==> config.mk <==
export PLATFORM = sky130hd
export DESIGN_NAME = fll_lock_det
export DESIGN_NICKNAME = d
export VERILOG_FILES = /design/src/rtl/fll_pkg.sv /design/src/rtl/fll_lock_det.sv
export SDC_FILE = /design/constraint.sdc
export NUM_CORES = 1
export LEC_CHECK = 0
export CAP_MARGIN = 0
export CORE_MARGIN = 10
export CORE_UTILIZATION = 30
export DETAILED_ROUTE_END_ITERATION = 10
export DONT_BUFFER_PORTS = 1
export PLACE_DENSITY_LB_ADDON = 0.3
export RECOVER_POWER = 50
export SLEW_MARGIN = 15
export SYNTH_ARGS = -nofsm -noshare
export SYNTH_HDL_FRONTEND = slang
export SYNTH_SLANG_ARGS = --single-unit
export TNS_END_PERCENT = 50
==> constraint.sdc <==
create_clock -name clk_i -period 6.4 [get_ports clk_i]
set_clock_uncertainty 0.15 [all_clocks]
set_input_delay 0.64 -clock clk_i [delete_from_list [all_inputs] [get_ports clk_i]]
set_output_delay 0.64 -clock clk_i [all_outputs]
set_load 0.05 [all_outputs]
==> src/rtl/fll_pkg.sv <==
// Shared types and default widths for the FLL lock detector and the FLL core error output.
package fll_pkg;

  localparam int FLL_EW = 9;
  localparam int FLL_CW = 8;

  typedef enum logic [1:0] {
    IDLE = 2'd0,
    ACQ  = 2'd1,
    LOCK = 2'd2,
    HOLD = 2'd3
  } fll_lock_state_t;

endpackage

==> src/rtl/fll_lock_det.sv <==
// FLL lock detector: hysteretic lock flag from per-window signed frequency error.
// Optional FLL_LOCK_STATS_EN adds a saturating loss counter and the last in-tolerance result.
module fll_lock_det
  import fll_pkg::*;
#(
  parameter int EW = FLL_EW,
  parameter int CW = FLL_CW
) (
  input  logic                 clk_i,
  input  logic                 rst_ni,
  input  logic                 en_i,
  input  logic                 err_vld_i,
  input  logic signed [EW-1:0] err_i,
  input  logic        [EW-2:0] tol_i,
  input  logic        [CW-1:0] acq_cnt_i,
  input  logic        [CW-1:0] los_cnt_i,
  output logic                 lock_o,
  output logic                 lost_o,
  output logic        [1:0]    state_o
`ifdef FLL_LOCK_STATS_EN
  ,
  output logic        [CW-1:0] lost_cnt_o,
  output logic                 in_tol_o
`endif
);

  fll_lock_state_t state;
  logic [CW-1:0]   cnt;

  logic [EW-1:0] err_u;
  logic [EW-1:0] mag;
  logic          in_tol;
  logic [CW-1:0] acq_thr;
  logic [CW-1:0] los_thr;
  logic [CW:0]   cnt_ext;
  logic [CW-1:0] cnt_sat;
  logic          acq_hit;
  logic          los_hit;
  logic          lose_now;

  // EW-bit unsigned magnitude: the most negative code maps onto 2^(EW-1) without overflow.
  assign err_u  = $unsigned(err_i);
  assign mag    = err_u[EW-1] ? (~err_u + 1'b1) : err_u;
  assign in_tol = (mag <= {1'b0, tol_i});

  assign acq_thr = (acq_cnt_i == '0) ? CW'(1) : acq_cnt_i;
  assign los_thr = (los_cnt_i == '0) ? CW'(1) : los_cnt_i;

  assign cnt_ext = {1'b0, cnt} + 1'b1;
  assign cnt_sat = (&cnt) ? cnt : cnt_ext[CW-1:0];
  assign acq_hit = (cnt_ext >= {1'b0, acq_thr});
  assign los_hit = (cnt_ext >= {1'b0, los_thr});

  assign lose_now = en_i && err_vld_i && !in_tol &&
                    (((state == LOCK) && (los_thr == CW'(1))) ||
                     ((state == HOLD) && los_hit));

  assign state_o = state;

  always_ff @(posedge clk_i or negedge rst_ni) begin
    if (!rst_ni) begin
      state  <= IDLE;
      cnt    <= '0;
      lock_o <= 1'b0;
      lost_o <= 1'b0;
    end else begin
      lost_o <= 1'b0;
      if (!en_i) begin
        state  <= IDLE;
        cnt    <= '0;
        lock_o <= 1'b0;
      end else if (lose_now) begin
        // A loss always restarts acquisition from an empty run.
        state  <= ACQ;
        cnt    <= '0;
        lock_o <= 1'b0;
        lost_o <= 1'b1;
      end else begin
        case (state)
          IDLE: begin
            state <= ACQ;
            cnt   <= '0;
          end
          ACQ: begin
            if (err_vld_i) begin
              if (!in_tol) begin
                cnt <= '0;
              end else if (acq_hit) begin
                state  <= LOCK;
                cnt    <= '0;
                lock_o <= 1'b1;
              end else begin
                cnt <= cnt_sat;
              end
            end
          end
          LOCK: begin
            if (err_vld_i && !in_tol) begin
              state <= HOLD;
              cnt   <= CW'(1);
            end
          end
          HOLD: begin
            if (err_vld_i) begin
              if (in_tol) begin
                state <= LOCK;
                cnt   <= '0;
              end else begin
                cnt <= cnt_sat;
              end
            end
          end
          default: begin
            state  <= IDLE;
            cnt    <= '0;
            lock_o <= 1'b0;
          end
        endcase
      end
    end
  end

`ifdef FLL_LOCK_STATS_EN
  logic accept;

  assign accept = en_i && err_vld_i && (state != IDLE);

  always_ff @(posedge clk_i or negedge rst_ni) begin
    if (!rst_ni) begin
      lost_cnt_o <= '0;
      in_tol_o   <= 1'b0;
    end else begin
      if (lose_now && !(&lost_cnt_o)) lost_cnt_o <= lost_cnt_o + 1'b1;
      if (accept) in_tol_o <= in_tol;
    end
  end
`endif

endmodule

Word level (Yosys, flattened, before mapping):

Index checks and enable logic that the tools add are counted.

* $add $sub $neg: 2
* magnitude comparators: 3
* eq/ne operators: 14
* muxes and demuxes: 30
* bitwise gates (word level): 1
* reductions and logical operators: 15

Operators with widths (number)
* 8-bit two-way mux: 11
* 8-bit case mux with 4 select lines: 1
* 4-bit != test (second input constant): 5
* 9-bit by 8-bit >= comparator with 1-bit output: 2
* 8-bit zero test: 2
* 2-bit two-way mux: 8
* 3-bit by 1-bit != test with 1-bit output (second input constant): 4
* 8-bit by 1-bit adder with 9-bit output (second input constant): 1
* 9-bit by 1-bit adder with 9-bit output (second input constant): 1
* 9-bit by 8-bit <= comparator with 1-bit output: 1
* 9-bit two-way mux: 1
* 9-bit NOT: 1
* 8-bit by 1-bit equality test with 1-bit output (second input constant): 1
* 1-bit two-way mux: 8
* 2-bit case mux with 4 select lines: 1
* 8-bit AND reduction: 1
* 1-bit logical AND: 6
* 6-bit AND reduction: 1
* 2-bit equality test (second input constant): 2
* 4-bit by 3-bit != test with 1-bit output (second input constant): 1
* 4-bit AND reduction: 1
* 3-bit AND reduction: 1
* 2-bit by 1-bit equality test with 1-bit output (second input constant): 1
* 2-bit zero test: 1
* 2 further kinds: 2

* flip-flop bits (word level): 12
* bits of input ports: 37
* output and inout bits: 4
* logic and storage cells: 69

Logic depth before layout (Yosys ltp):

Gate-level depths: netlist of the first run.

* depth after elaboration: 10
* depth in mapped cells: 13
* gate-level depth less buffers: 13

Worst setup path after synthesis of the first run:

No wires, ideal clock.

* kind: input -> register
* from: input err_i[0]
* to: register cnt[1]
* library setup time: 110 ps
* arrival: 3283 ps
* data required time: 6140 ps
* setup slack: 2857 ps
* cell stages on the path: 13
* path buffers: 0
* cells stage by stage: inv_1 ha_1 or3b_1 nor3_4 nand2b_1 xnor2_1 ha_1 nand4_1 or2_4 a22o_4 nor4b_4 a21oi_2 o41ai_1

* cells in the longest elaborated chain, start to end: 9
* elaborated cells on any way between the ends: 19
* classes of those cells: add/sub: 1; order compare: 1; eq/ne: 3; mux: 8; bitwise: 1; reduce/logical: 5

Ends and longest elaborated chain
* from (decl): line fll_lock_det.sv:13 `input logic signed [EW-1:0] err_i,`
* 9-bit NOT: line fll_lock_det.sv:43 `assign mag = err_u[EW-1] ? (~err_u + 1'b1) : err_u;`
* 9-bit by 1-bit adder with 9-bit output: line fll_lock_det.sv:43
* 9-bit two-way mux (*): line fll_lock_det.sv:43
* 9-bit by 8-bit <= comparator with 1-bit output (*): line fll_lock_det.sv:44 `assign in_tol = (mag <= {1'b0, tol_i});`
* 8-bit two-way mux, or another cell as far along: line fll_lock_det.sv:105 `if (in_tol) begin`
* 8-bit two-way mux, or another cell as far along: line fll_lock_det.sv:104 `if (err_vld_i) begin`
* 8-bit case mux with 4 select lines / 1-bit logical AND (equally long branches): line fll_lock_det.sv:79, fll_lock_det.sv:54
* 8-bit two-way mux, or another cell as far along: line fll_lock_det.sv:72 `end else if (lose_now) begin`
* 8-bit two-way mux / 3-bit AND reduction (equally long branches)
* to (signal assigned): line fll_lock_det.sv:93 `cnt <= cnt_sat;`
* to (signal assigned): line fll_lock_det.sv:109 `cnt <= cnt_sat;`
* to (decl): line fll_lock_det.sv:28 `logic [CW-1:0] cnt;`

Every way passes the cells marked *; elsewhere a longest branch is shown, timed or not. The select of a mux whose other input is x is not followed.
A chain may end at the register's enable or synchronous reset.

Worst setup path after layout of the first run:

* from: input err_i[0]
* to: register cnt[3]

Same word-level chain as after synthesis.

==> results of run 1 <==
-- kinds of logic after synthesis --
kind of cell             share of synthesized area
AO/OA/AOI/OAI                                0.226
XOR/XNOR                                    0.0726
adder cells (fa/ha/maj)                      0.208
buffers and inverters                       0.0670
flip-flops                                   0.192
AND/OR/NAND/NOR                              0.235
-- routing by layer --
layer  up-vias  global-route usage  share of wire
li1        702                   -              -
met1       602               0.118           0.48
met2        21               0.150           0.45
met3         2              0.0299          0.062
met4         0              0.0193         0.0041
met5         -                   0              0
-- placed cells by master, fill, tap and decap left out, types with 3 or more instances in the layout --
master    count
nand4_1       5
nor4_1        3
nand2_1      14
inv_1        27
o41ai_1       7
o31ai_1       3
nand3_1       8
xnor2_1       9
clkbuf_8      4
ha_1         26
dfrtp_1      12
nor2_1       18
xor2_1        4
a21oi_1       8
o21ai_0       6
nand2b_1      5
-- metrics by stage --
stage | util | instance area [µm²] | instances | total power, W | worst slack, ns
3_5_place_dp | 0.325 | 1650 | 258 | 0.000142 | 2.56
5_1_grt | 0.338 | 1720 | 263 | 0.000239 | 2.58
6_report | 0.338 | 1720 | 263 | 0.000221 | 2.80
4_1_cts | 0.338 | 1720 | 263 | 0.000225 | 2.79
2_1_floorplan | - | 1570 | 189 | 0.000130 | 2.86
3_3_place_gp | 0.325 | 1650 | 258 | 0.000141 | 2.69
-- power by group through the flow --
stage                     registers, W  clock network (W)  logic (W)
final                        0.0000808          0.0000794  0.0000610
after global routing         0.0000810          0.0000877  0.0000703
after CTS                    0.0000807          0.0000822  0.0000620
after detailed placement     0.0000821                  0  0.0000595
after global placement       0.0000821                  0  0.0000592
after floorplan              0.0000812                  0  0.0000490
-- state kept, by name, indices dropped and copies added, names as in the netlist --
| name | flops |
|---|---|
| lock_o | 1 |
| cnt | 8 |
| lost_o | 1 |
| state_o | 2 |
-- cells in the mapped netlist (2+ instances only) --
cell type,number
a211oi_1,2
a21oi_1,8
a41oi_1,2
and2_1,2
dfrtp_1,12
ha_1,26
inv_1,27
nand2_1,14
nand2b_1,5
nand3_1,8
nand4_1,5
nor2_1,18
nor3_1,2
nor4_1,3
o21ai_0,6
o31ai_1,3
o41ai_1,7
xnor2_1,9
xor2_1,4
-- how the worst max path moves through the flow --
stage                        start                 end  slack, ns
after CTS                 err_i[0]  cnt[3]$_DFFE_PN0P_       2.79
after global routing      err_i[0]  cnt[6]$_DFFE_PN0P_       2.58
after global placement    err_i[0]  cnt[6]$_DFFE_PN0P_       2.69
after floorplan           err_i[0]  cnt[1]$_DFFE_PN0P_       2.86
after detailed placement  err_i[0]  cnt[3]$_DFFE_PN0P_       2.56
final                     err_i[0]  cnt[3]$_DFFE_PN0P_       2.80
-- area by class of cell --
class,instances,area [µm²]
clock buffer,4,55.1
fill,544,3360
inverter,27,101
multi-input combinational,149,1160
sequential,12,300
tap,70,87.6
timing repair buffer,1,10.0
-- repair_timing --
action / 4_1_cts / 5_1_grt
endpoints found under the hold margin: 12 / 0
setup buffers: 0 / 0
hold buffers: 1 / 0
endpoints found under the setup margin: 0 / 0
-- critical path: stages --
cell	delay [ns]
inv_1	0.08
ha_1	0.16
or3b_1	0.40
nor3_4	0.20
nand2b_1	0.16
xnor2_1	0.07
ha_1	0.28
nand4_1	0.14
or2_4	0.30
a22o_4	0.29
nor4b_4	0.30
a21oi_2	0.16
o41ai_1	0.39
==> impl_metrics.yaml, run 1 <==
sta:
  layout_min_cycle_time_ns: 3.60
  slew_headroom: 0.572
  tightest_slew_ns: 0.641
  rsz0062_at_grt: "false"
  finalSetupTns_ns: 0
  holdWs_ns: 0.380
  slew_viol_final: 0
  clock.fmax_mhz: 278
  fin_crit_sh: 0.563
  hold_viol: 0
  finalSetupViolCount: 0
final_layout:
  syn2layout_area_growth_pct: 9.50
  antennaDiodeCount: 0
  fin_nets: 257
  drive_above_1_share: 0.0725
clock_tree:
  cts_buffers: 3
  cts_resized: 0
  path_clk_slew_ns: 0.05
  root_buffer: "clkbuf_8"
  cts_sinks: 12
  clock_latency_ns: 0.23
  cts_buffer_depth: 2
  tritoncts: "done"
  htree_levels: 1
run:
  drv_cap: 0
pwr:
  p_comb_frac: 0.276
  power_per_cell_area_nw_per_um2: 129
  power.leakage_nw: 0.809
  ir_drop_mv: 0.0707
  seqPwrFrac: 0.365
  p_switching_w: 0.0000633
  p_int_w: 0.000158
  swShare: 0.286
  pwr-share-clk: 0.359
status:
  outcome: "finished, final reports clean"
global_route:
  grt_pass1_vias: 1417
  grt_first_pass_wirelength_um: 6620
  grtUsageTotal: 0.0928
  grt_start_max_net_pins: 13
  antenna_found_initial: 0
  grt_overflow: 0
synth:
  yosysSeqAreaShare: 0.192
  ys_warn_count: 0
  syn_area_um2: 1570
  synth-edff-count: 0
  ys_ff_latch: 12
  netlist.area_leader.share: 0.208
  synthCells: 189
  ys_async_sr_fraction: 1.00
  syn-num-nets: 252
  synth.area.top_cells: "ha_1, dfrtp_1, inv_1, xnor2_1, nor2_1"
  synth_ff_type: "dfrtp_1"
  ys_types: 45
  avgSynthCellArea_um2: 8.29
  synth_top_area_cell: "ha_1"
setup_path:
  r2r_cells: 11
  critPathKind: "in -> reg"
  r2r_end: "cnt[3]$_DFFE_PN0P_"
  timing.critical_path.fanout_max: 7
  critPathRequiredTime_ns: 6.37
  cp-end-kind: "flip-flop"
  crit_path_start_kind: "primary input"
  timing.rr.start: "cnt[0]$_DFFE_PN0P_"
  cp.arrival_ns: 3.57
  r2r_slack_ns: 3.06
die:
  rows: 26
  pin_count: 41
  initial_core_util: 0.309
  core_um2: 5070
  dieArea_um2: 8520
  die-width_um: 92.3
  die_h_um: 92.3
route:
  routedWlPerCell_um: 14.9
  totalWireLength_um: 3920
  dr_total_vias: 1327
  vias_per_cell: 5.05
  drt_iter0_drc: 69
  dr.pass1.iters: 4
  final_antenna_net_count: 0
  drc: 0
place:
  globalplace.congestion: 0.790
  hpwl_um: 3370
  port_buffers: 0
min_path:
  hold_path_class: "in -> reg"
  worstHoldPathCells: 1
  min_delay_worst_endpoint: "state_o[0]$_DFFE_PN0P_"
  hp-start: "en_i"
Note: power is estimated with default switching activity, not from simulation.
==> run 2: changes to the inputs <==
==> constraint.sdc (replaced) <==
create_clock -name clk_i -period 3.7 [get_ports clk_i]
set_clock_uncertainty 0.15 [all_clocks]
set_input_delay 0.37 -clock clk_i [delete_from_list [all_inputs] [get_ports clk_i]]
set_output_delay 0.37 -clock clk_i [all_outputs]
set_load 0.05 [all_outputs]
==> run 2 against run 1 <==
Against the previous run:
- via count grew 0.30%
- power grew 62%
- first-iteration DRC count shrank 35%
- largest power group unchanged
- highest routed layer unchanged
- count of clock-buffer cells in the layout is 1 lower
- cell area fell by 0.36%
- final cell count is the same
- die area did not move
- worst setup slack worse by 2.5 ns
- critical path depth decreased by 2
- sequential power increased by 73%
- combinational power increased by 72%
- register-to-register slack got worse by 2.7 ns
==> impl_metrics.yaml, run 2 (synthesized netlist as in run 1, its figures left out) <==
status:
  outcome: "finished, final reports clean"
final_layout:
  largest-register: "cnt"
  largest_register_ff_count: 8
  syn2layout_area_growth_pct: 9.10
  nFillCells: 568
  drive_above_1_share: 0.0725
  fin_nets: 258
  final_cell_mix: "inv_1, ha_1, nor2_1"
  fin_cells: 263
  final_common_cell: "inv_1"
  antennaDiodeCount: 0
pwr:
  ir_drop_mv: 0.143
  power_per_cell_area_nw_per_um2: 209
  power.leakage_nw: 0.807
clock_tree:
  cts_buffers: 3
  path_clk_slew_ns: 0.05
  root_buffer: "clkbuf_8"
  tritoncts: "done"
  htree_levels: 1
  clock_latency_ns: 0.23
  cts_sinks: 12
  cts_buffer_depth: 2
sta:
  slew_headroom: 0.573
  rsz0062_at_grt: "false"
  setup_ws_ns: 0.336
  finalSetupViolCount: 0
  layout_min_cycle_time_ns: 3.36
  slew_viol_final: 0
  hold_viol: 0
  clock.fmax_mhz: 297
  fin_crit_sh: 0.909
  finalSetupTns_ns: 0
  tightest_slew_ns: 0.641
setup_path:
  cp-end-kind: "flip-flop"
  crit_path_start_kind: "flip-flop"
  cp_slowest_stage_delay_ns: 0.51
  critPathRequiredTime_ns: 3.67
  cp.arrival_ns: 3.33
  cp_num_buf_inv: 0
  critPathSlowestCell: "dfrtp_1"
  path_cells: "ha_1 > nand3_1 > nor2_1 > xor2_1 > ha_1 > o21ai_0 > nor2_1 > nor3_1 > nor4b_4 > a21oi_2 > o41ai_1"
  critPathKind: "reg -> reg"
  cp_top_family: "simple AND/OR/NAND/NOR gates"
  timing.critical_path.fanout_max: 7
die:
  dieArea_um2: 8520
  initial_core_util: 0.309
  rows: 26
  die-width_um: 92.3
  pin_count: 41
  die_h_um: 92.3
  core_um2: 5070
place:
  pre_cts_slack_ns: 0.142
  port_buffers: 0
  dp_cells: 259
  globalplace.congestion: 0.788
  hpwl_um: 3380
global_route:
  antenna_found_initial: 0
  grtUsageTotal: 0.0941
  grt_overflow: 0
  grt_start_max_net_pins: 13
  grt_first_pass_wirelength_um: 6670
  grt_pass1_vias: 1397
route:
  routedWlPerCell_um: 14.9
  totalWireLength_um: 3920
  vias_per_cell: 5.06
  final_antenna_net_count: 0
  drc: 0
  drt_iter0_drc: 45
  dr_total_vias: 1331
  dr.pass1.iters: 4
run:
  drv_cap: 0
min_path:
  hold_path_class: "in -> reg"
## run 2: cell types whose count changed in the layout (fill, tap and decap cells not counted)
| cell | previous run | this run |
|---|---|---|
| buf_4 | 0 | 1 |
| clkbuf_8 | 4 | 3 |
## run 2: worst reg2reg max path, delay by kind of cell (launching register included)
kind	cells	cell delay, ns
flops	1	0.51
simple gates	5	1.04
xor+xnor	1	0.33
fa+ha+maj	2	0.54
compound gates	3	0.68
## run 2: area by class of cell
class,count,area [µm²],area share
Sequential cell,12,300,0.176
Inverter,27,101,0.0593
Clock buffer,3,41.3,0.0241
Tap cell,70,87.6,0.0512
Timing Repair Buffer,2,17.5,0.0102
Multi-Input combinational cell,149,1160,0.680
## run 2: worst paths after layout
kind	from	endpoint	cells after the start	slack [ns]
max reg2reg	cnt[0]$_DFFE_PN0P_	cnt[4]$_DFFE_PN0P_	11	0.34
min	en_i	state_o[0]$_DFFE_PN0P_	1	0.11
max in group asynchronous	rst_ni	cnt[3]$_DFFE_PN0P_	1	2.63
min reg2reg	cnt[7]$_DFFE_PN0P_	cnt[7]$_DFFE_PN0P_	2	0.38
min in group asynchronous	rst_ni	cnt[2]$_DFFE_PN0P_	1	0.41
max	cnt[0]$_DFFE_PN0P_	cnt[4]$_DFFE_PN0P_	11	0.34
## run 2: report_power, final
group          switching [W]  internal [W]  total (W)  leakage, nW
Clock              0.0000415     0.0000712   0.000113       0.0216
Combinational      0.0000585     0.0000467   0.000105        0.621
Sequential        0.00000655      0.000133   0.000140        0.165
Total               0.000107      0.000251   0.000358        0.807
## run 2: what timing repair did
item / 4_1_cts / 5_1_grt
setup buffers: 0 / 0
hold buffers: 1 / 0
endpoints found under the setup margin: 0 / 0
endpoints found under the hold margin: 12 / 0
gates resized for setup: 0 / 0
## run 2: metrics by stage
step | total power, W | hold slack, ns | utilization | instance area (µm²)
floorplan | 0.000225 | -0.0756 | - | 1570
global placement | 0.000245 | -0.0751 | 0.327 | 1660
detailed placement | 0.000245 | -0.0750 | 0.327 | 1660
CTS | 0.000364 | 0.111 | 0.337 | 1710
global route | 0.000387 | 0.105 | 0.337 | 1710
finish | 0.000358 | 0.112 | 0.337 | 1710
## run 2: metal layers
layer | track usage | vias to the layer above | share of wire | wire (µm)
met3 | 0.0323 | 4 | 0.065 | 256
met2 | 0.148 | 26 | 0.45 | 1760
met4 | 0.0231 | 0 | 0.0076 | 30
met5 | 0 | - | 0 | 0
li1 | - | 707 | - | -
met1 | 0.120 | 594 | 0.48 | 1880
==> run 3: changes to the inputs <==
--- a/config.mk
+++ b/config.mk
@@ -5,6 +5,7 @@
 export SDC_FILE = /design/constraint.sdc
 export NUM_CORES = 1
 export LEC_CHECK = 0
+export ABC_AREA = 1
 export CAP_MARGIN = 0
 export CORE_MARGIN = 10
 export CORE_UTILIZATION = 30
==> run 3 against run 2 <==
Against the previous run:
- sequential cell count stayed put
- synthesized cell count increased by 50%
- wire length grew 10%
- clock power is essentially flat
- hold slack better by 0.026 ns
- critical path depth rose by 4
- non-clock buffer count fell by 1
- power rose by 64%
- sequential share of layout area shrank 2.2 points
- worst setup slack better by 0.32 ns
- count of clock-buffer cells in the layout stayed put
- critical path type unchanged
- critical endpoint is now cnt[5]$_DFFE_PN0P_
- largest power group is now combinational cells
==> impl_metrics.yaml, run 3 <==
status:
  outcome: "finished, final reports clean"
min_path:
  hold_path_class: "in -> reg"
  hp-start: "en_i"
  min_delay_worst_endpoint: "cnt[6]$_DFFE_PN0P_"
  worstHoldPathCells: 2
global_route:
  antenna_found_initial: 0
  grtUsageTotal: 0.0918
  grt_first_pass_wirelength_um: 7610
  grt_pass1_vias: 1686
  grt_start_max_net_pins: 13
  grt_overflow: 0
synth:
  synth-simple-area-share: 0.394
  synth_common_cells: "nand2_1, inv_1, ha_1"
  synth_top_family_by_area: "simple AND/OR/NAND/NOR gates"
  synth_compound_area_frac: 0.0837
  ys_types: 33
  synth-edff-count: 0
  synthCells: 283
  synth.area.mux_share: 0
  syn_area_um2: 1810
  avgSynthCellArea_um2: 6.39
  synth.area.top_cells: "ha_1, dfrtp_1, nand2_1, inv_1, nor2_1"
  synth-xor-area-share: 0.0436
  ys_async_sr_fraction: 1.00
  synth_top_area_cell: "ha_1"
  ys_warn_count: 0
  ys_ff_latch: 12
  syn-num-nets: 346
  yosysMostFrequentCell: "nand2_1"
  yosysSeqAreaShare: 0.166
  synth_ff_type: "dfrtp_1"
  netlist.area_leader.share: 0.180
  synth_adder_area_share: 0.180
route:
  totalWireLength_um: 4330
  drc: 0
  final_antenna_net_count: 0
  dr.pass1.iters: 4
  dr_total_vias: 1647
  vias_per_cell: 4.55
  routedWlPerCell_um: 12.0
  drt_iter0_drc: 75
sta:
  finalSetupViolCount: 0
  fin_crit_sh: 0.822
  slew_headroom: 0.562
  slew_viol_final: 0
  hold_viol: 0
  tightest_slew_ns: 0.657
  holdWs_ns: 0.137
  clock.fmax_mhz: 329
  finalSetupTns_ns: 0
  layout_min_cycle_time_ns: 3.04
  rsz0062_at_grt: "false"
setup_path:
  cp-end-kind: "flip-flop"
  r2r_slack_ns: 0.66
  r2r_cells: 15
  cp_slowest_stage_delay_ns: 0.47
  crit_path_start_kind: "flip-flop"
  critPathKind: "reg -> reg"
  critPathSlowestCell: "dfrtp_1"
  cp_num_buf_inv: 0
  critical_path_depth: 15
  cp.arrival_ns: 3.07
  critPathRequiredTime_ns: 3.73
  timing.critical_path.fanout_max: 6
  cp_top_family: "simple AND/OR/NAND/NOR gates"
  timing.rr.start: "cnt[0]$_DFFE_PN0P_"
  path_cells: "ha_1 > nand2_2 > nor2_2 > nand2_1 > nor2_1 > xor2_1 > ha_1 > a21oi_1 > o211ai_1 > nor2_4 > nand4_2 > and2_4 > nor2_8 > nand3_1 > nand2_1"
  r2r_end: "cnt[5]$_DFFE_PN0P_"
die:
  rows: 28
  core_um2: 5890
  initial_core_util: 0.307
  die_h_um: 97.7
  dieArea_um2: 9540
  pin_count: 41
  die-width_um: 97.7
clock_tree:
  root_buffer: "clkbuf_8"
  tritoncts: "done"
  cts_buffers: 3
  post_cts_buffers: 0
  cts_buffer_depth: 2
  path_clk_slew_ns: 0.05
  htree_levels: 1
  cts_sinks: 12
  clock_latency_ns: 0.23
final_layout:
  regArea_um2: 300
  final_common_cell: "nand2_1"
  final_area_um2: 1950
  largest_register_ff_count: 8
  multi_input_area_um2: 1270
  finish.utilization: 0.332
  syn2layout_area_growth_pct: 8.02
  final_cell_mix: "nand2_1, inv_1, ha_1"
  largest-register: "cnt"
  nFillCells: 661
  antennaDiodeCount: 0
  fin_nets: 352
  drive_above_1_share: 0.101
pwr:
  power_per_cell_area_nw_per_um2: 300
  ir_drop_mv: 0.114
  power.leakage_nw: 1.21
run:
  drv_cap: 0
place:
  globalplace.congestion: 0.740
  port_buffers: 0
  hpwl_um: 3830
  dpl_cell_area_um2: 1900
==> run 3: changes by cell type after synthesis, moves of 3 or more <==
cell and delta:
nor2_1 +7, o41ai_1 -7, nor2_2 +3, nand2_1 +56, inv_2 +4, xnor2_1 -9, xor2_1 +5, nand2_2 +6
inv_1 +31, nand2b_1 -5, nand3_1 +7, o31ai_1 -3
==> run 3: metrics by stage <==
step	setup slack, ns	total power (W)	std cells
4_1_cts	0.641	0.000595	362
3_3_place_gp	0.696	0.000469	358
5_1_grt	0.399	0.000652	362
6_report	0.659	0.000586	362
3_5_place_dp	0.666	0.000474	358
2_1_floorplan	1.13	0.000414	283
==> run 3: timing repair <==
item / CTS / global route
gates resized for setup: 0 / 0
endpoints found under the hold margin: 12 / 0
hold buffers: 1 / 0
==> run 3: worst max-delay path by stage <==
stage	from	end	slack, ns
floorplan	cnt[0]$_DFFE_PN0P_	cnt[1]$_DFFE_PN0P_	1.13
global placement	cnt[0]$_DFFE_PN0P_	cnt[5]$_DFFE_PN0P_	0.70
detailed placement	cnt[0]$_DFFE_PN0P_	cnt[5]$_DFFE_PN0P_	0.67
CTS	cnt[0]$_DFFE_PN0P_	cnt[3]$_DFFE_PN0P_	0.64
global route	cnt[0]$_DFFE_PN0P_	cnt[3]$_DFFE_PN0P_	0.40
finish	cnt[0]$_DFFE_PN0P_	cnt[5]$_DFFE_PN0P_	0.66
==> run 3: layer usage <==
layer	share of wire	global-route usage	wire length (µm)
met1	0.42	0.105	1840
met2	0.52	0.169	2260
met3	0.050	0.0206	215
met4	0.0039	0.0168	17
met5	0	0	0
==> run 3: layout make-up <==
class,count,area share
inverter,64,0.123
tap,75,0.0480
clock buffer,3,0.0211
multi-input combinational,207,0.649
timing repair buffer,1,0.00512
sequential,12,0.154
==> run 3: kinds of logic (layout without fill, tap and decap cells) <==
| logic type | after synthesis | in the layout |
|---|---|---|
| and+or+nand+nor | 146 | 146 |
| adders and majority gates | 26 | 26 |
| xor gates and xnor gates | 9 | 9 |
| DFF | 12 | 12 |
| buffers and inverters | 64 | 68 |
| AOI/OAI and AO/OA | 26 | 26 |
==> run 3: power breakdown <==
part,switching (W),leakage (nW),internal (W)
Sequential,0.0000574,0.165,0.000145
Combinational,0.000161,1.02,0.000107
Clock,0.0000439,0.0216,0.0000714
Total,0.000262,1.21,0.000324
